<file path="src/rtl/demux_pkg.sv">
// Shared types and sizing for the 1-to-4 stream demultiplexer.
package demux_pkg;

    localparam int NUM_OUT = 4;
    localparam int SEL_W   = 2;

    typedef enum logic {
        IDLE  = 1'b0,
        ROUTE = 1'b1
    } state_t;

endpackage

</file>
<file path="src/rtl/demux_1_4_stream_out_slot.sv">
// One-entry output register slice: holds a beat until its sink takes it.
module out_slot #(
    parameter int DATA_W = 4
) (
    input  logic              clk_in,
    input  logic              rst_in,
    input  logic              load_en,
    input  logic [DATA_W-1:0] d,
    input  logic              last,
    input  logic              ready,
    output logic              valid,
    output logic [DATA_W-1:0] data,
    output logic              last_flag
);

    // A load wins over a drain, which gives back-to-back beats at full rate.
    always_ff @(posedge clk_in) begin
        if (rst_in) begin
            valid     <= 1'b0;
            data      <= '0;
            last_flag <= 1'b0;
        end else if (load_en) begin
            valid     <= 1'b1;
            data      <= d;
            last_flag <= last;
        end else if (valid && ready) begin
            valid <= 1'b0;
        end
    end

endmodule

</file>
<file path="src/rtl/demux_1_4_stream.sv">
// Packet router: steers one valid/ready stream to one of four registered sinks.
//
// state | meaning
// IDLE  | between packets; sel_in picks the destination of the next beat
// ROUTE | mid-packet; beats go to route_q until last_in is accepted
module demux_1_4_stream
    import demux_pkg::*;
#(
    parameter int DATA_W = 4
) (
    input  logic                      clk_in,
    input  logic                      rst_in,
    input  logic [DATA_W-1:0]         d_in,
    input  logic [SEL_W-1:0]          sel_in,
    input  logic                      last_in,
    input  logic                      valid_in,
    output logic                      ready_out,
    output logic [NUM_OUT*DATA_W-1:0] y_out,
    output logic [NUM_OUT-1:0]        valid_out,
    output logic [NUM_OUT-1:0]        last_out,
    input  logic [NUM_OUT-1:0]        ready_in,
    output logic                      busy_out
);

    state_t             state_q;
    logic [SEL_W-1:0]   route_q;
    logic [SEL_W-1:0]   tgt;
    logic               accept;
    logic [NUM_OUT-1:0] load_en;

    assign tgt       = (state_q == IDLE) ? sel_in : route_q;
    assign ready_out = !valid_out[tgt] || ready_in[tgt];
    assign accept    = valid_in && ready_out;
    assign busy_out  = (state_q == ROUTE);

    always_comb begin
        load_en = '0;
        if (accept) begin
            load_en[tgt] = 1'b1;
        end
    end

    always_ff @(posedge clk_in) begin
        if (rst_in) begin
            state_q <= IDLE;
            route_q <= '0;
        end else if (accept) begin
            case (state_q)
                IDLE: begin
                    if (!last_in) begin
                        state_q <= ROUTE;
                        route_q <= sel_in;
                    end
                end
                ROUTE: begin
                    if (last_in) begin
                        state_q <= IDLE;
                    end
                end
                default: state_q <= IDLE;
            endcase
        end
    end

    for (genvar i = 0; i < NUM_OUT; i++) begin : g_slot
        out_slot #(
            .DATA_W(DATA_W)
        ) u_slot (
            .clk_in    (clk_in),
            .rst_in    (rst_in),
            .load_en   (load_en[i]),
            .d         (d_in),
            .last      (last_in),
            .ready     (ready_in[i]),
            .valid     (valid_out[i]),
            .data      (y_out[i*DATA_W +: DATA_W]),
            .last_flag (last_out[i])
        );
    end

endmodule

</file>
<file path="config.mk">
export PLATFORM = sky130hd
export DESIGN_NAME = demux_1_4_stream
export DESIGN_NICKNAME = d
export VERILOG_FILES = /design/src/rtl/demux_pkg.sv /design/src/rtl/demux_1_4_stream_out_slot.sv /design/src/rtl/demux_1_4_stream.sv
export SDC_FILE = /design/constraint.sdc
export NUM_CORES = 1
export LEC_CHECK = 0
export CAP_MARGIN = 25
export CORE_UTILIZATION = 30
export CTS_BUF_LIST = sky130_fd_sc_hd__clkbuf_4
export DETAILED_ROUTE_END_ITERATION = 12
export GPL_TIMING_DRIVEN = 0
export HOLD_SLACK_MARGIN = 0.08
export PLACE_DENSITY = 0.56
export SYNTH_ARGS = -nofsm -noshare
export SYNTH_HDL_FRONTEND = slang
export SYNTH_HIERARCHICAL = 1
export SYNTH_SLANG_ARGS = --single-unit
</file>
<file path="constraint.sdc">
create_clock -name clk_in -period 5 [get_ports clk_in]
set_clock_uncertainty 0.2 [all_clocks]
set_input_delay 1 -clock clk_in [delete_from_list [all_inputs] [get_ports clk_in]]
set_output_delay 1 -clock clk_in [all_outputs]
set_load 0.02 [all_outputs]
</file>
==> results.toml <==
[pwr]
ir_worst_vdd_v = 0.0001424
total_power_mw = 0.4157
powerDensity_nw_per_um2 = 262.2
p_leak_nw = 0.5684

[worst_setup_path]
r2r_slack_ps = 2700
rr_startpoint = "busy_out$_SDFFE_PP0P_"
worstPathCellList = "clkdlybuf4s50_1 -> mux2i_2 -> nor3b_1 -> a311o_1 -> nand2_1 -> clkdlybuf4s50_1"
slowest_stage = "clkdlybuf4s50_1"
critical_path_depth = 6
worst_setup_path_start_kind = "input pin"
crit_family = "buffers and inverters"
r2r_cells = 7
crit_top_cell = "clkdlybuf4s50_1"
critical_path_buf_inv_count = 2
crit_path_end_kind = "output port"
path_max_fanout = 6
path_class = "in -> out"
critPathArrivalTime_ps = 2980
r2r_end = "g_slot[0].u_slot/data[0]$_SDFFE_PP0P_"
slowest_delay_ps = 600
worstPathRequired_ps = 3800

[clock_tree]
clock-root-buffer = "clkbuf_4"
clockBufferDepth = 2
ctsHtreeMaxLevel = 1
clk-insertion-delay-late_ps = 310
cts.sinks = 27
postCtsSetupBuffers = 0
cts_hold_buffers = 0
cts_repair_resize_count = 0
cts_buffers = 3
cts_tree = "built"
clkTransAtPathRegs_ps = 140

[global_route]
grt_max_degree = 30
antenna_found_initial = 0
grt_pass1_vias = 843
grt_pass1_wl_um = 3884
grt_overflow = 0
track_usage_pct = 12.49

[synth]
synth-edff-count = 0
synth_area_leader_cell = "dfxtp_1"
synth_top_cells_by_count = "dfxtp_1 (27), nor2_1 (26), mux2i_1 (21)"
seq_area_frac_synth_pct = 48.81
netlist.area_leader.share_pct = 48.81
ys.flop_type = "dfxtp_1"
yosysWarnings = 6
synth_cell_types = 19
synthMostInstantiatedCell = "dfxtp_1"
synth.cell_area_um2 = 1107
synthTopCellsByArea = "dfxtp_1 (49%), mux2i_1 (19%), nor2_1 (8.8%)"
syn_inst = 111
async_reset_ff_share_pct = 0
ys_ff_latch = 27
synthesis.nets = 125
synth_area_per_cell_um2 = 9.976

[timing]
tightest_slew_ps = 986.3
fin_ws_ps = 821.7
post-route-min-period_ps = 4178
hold_violations = 0
slew_violations = 0
hold-worst-slack_ps = 281.8
rsz0062_at_grt = "false"
tns_ps = 0
max_freq_mhz = 239.3
post-route-period-util_pct = 83.57
slew_headroom_pct = 34.04
finalSetupViolCount = 0

[status]
status = "complete, no violations"

[place]
hpwl_um = 1724
dp_cells = 196
pre_cts_slack_ps = 799.0
place_congestion = 0.7443
place_area_um2 = 1555
portBuffers = 39

[layout]
drive_gt1_share_pct = 8.442
syn2layout_area_growth_pct = 43.16
utilization_pct = 46.06
num_antenna_cells = 0
nets = 169
fin_cells = 200
fillers = 341
register_area_um2 = 540.5
fin_area_um2 = 1585
multi_input_area_um2 = 499.2

[min_path]
worstHoldStart = "route_q[0]$_SDFFE_PP0P_"
hp-class = "reg -> reg"
holdPathEnd = "route_q[0]$_SDFFE_PP0P_"
whs_path_depth = 2

[routing]
vias = 878
wirelength_um = 2394
antenna_left = 0
dr.first_iter.drc_count = 12
drcViolationCount = 0
routedWlPerCell_um = 11.97
first_pass_iters = 2
vias_per_cell = 4.390

[floorplan]
start_util_pct = 32.17
fp-row-count = 21
core_area_um2 = 3442
die_area_um2 = 3938
die_h_um = 62.76
ios = 40
die_x_um = 62.76

[flow_run]
cap_violations = 0
sequential cells by signal (all words and copies together), names as in the netlist:
register and flops:
g_slot.u_slot/last_flag 4, g_slot.u_slot/data 16, busy_out 1, route_q 2, g_slot.u_slot/valid 4
routing by layer:
metal / share of wire, % / GRT usage (%) / wire length [um] / up-vias
li1: - / - / - / 452
met1: 48 / 15.90 / 1160 / 400
met2: 45 / 21.06 / 1070 / 26
met3: 6.8 / 3.285 / 163 / 0
met4: 0 / 2.616 / 0 / 0
met5: 0 / 0 / 0 / -
cells by family after synthesis:
kind of cell | count (synthesis) | share of synthesized area (%)
muxes | 24 | 22.26
DFF | 27 | 48.81
AOI/OAI and AO/OA | 10 | 6.554
buffers and inverters | 10 | 6.101
and+or+nand+nor | 40 | 16.27
how the worst max path moves through the flow:
| stage | start | end |
|---|---|---|
| finish | sel_in[1] | ready_out |
| global route | sel_in[1] | ready_out |
| CTS | sel_in[1] | ready_out |
| detailed placement | sel_in[1] | ready_out |
| global placement | sel_in[1] | ready_out |
| floorplan | sel_in[1] | ready_out |
placed cells by master (no fill, tap or decap):
cell type | netlist | routed
clkdlybuf4s50_1 | 0 | 39
nor2_1 | 26 | 26
dfxtp_1 | 27 | 27
a21boi_2 | 1 | 1
o311ai_2 | 1 | 1
buf_6 | 4 | 4
mux2_2 | 1 | 1
mux2i_1 | 21 | 21
mux2i_2 | 1 | 1
nor2b_1 | 1 | 1
mux2_1 | 1 | 1
clkbuf_4 | 0 | 4
o21ai_0 | 1 | 1
or2_2 | 1 | 1
nand2b_1 | 7 | 7
nand2_1 | 3 | 3
a21oi_1 | 6 | 6
nand3b_1 | 1 | 1
a311o_1 | 1 | 1
inv_1 | 6 | 6
nor3b_1 | 1 | 1
worst reg2reg max path: cells and delay by family (launching register included):
family	cells	cell delay (ps)
AO/OA/AOI/OAI	1	420
buffers and inverters	1	160
flip-flops	1	460
multiplexers	2	610
AND/OR/NAND/NOR	3	310
layout make-up:
type | count | area share, %
inverters | 6 | 1.421
well taps | 46 | 3.631
flip-flops and latches | 27 | 34.10
repair buffers | 39 | 24.63
clock buffers | 4 | 1.894
plain buffers | 4 | 2.841
multi-input cells | 74 | 31.49
power breakdown:
part           internal [mW]  switching [mW]  leakage [nW]  total [mW]
Combinational         0.0451          0.0422         0.330      0.0873
Clock                 0.0365          0.0607        0.0184      0.0972
Sequential             0.225         0.00601         0.220       0.231
Power figures use the tool's default switching activity.
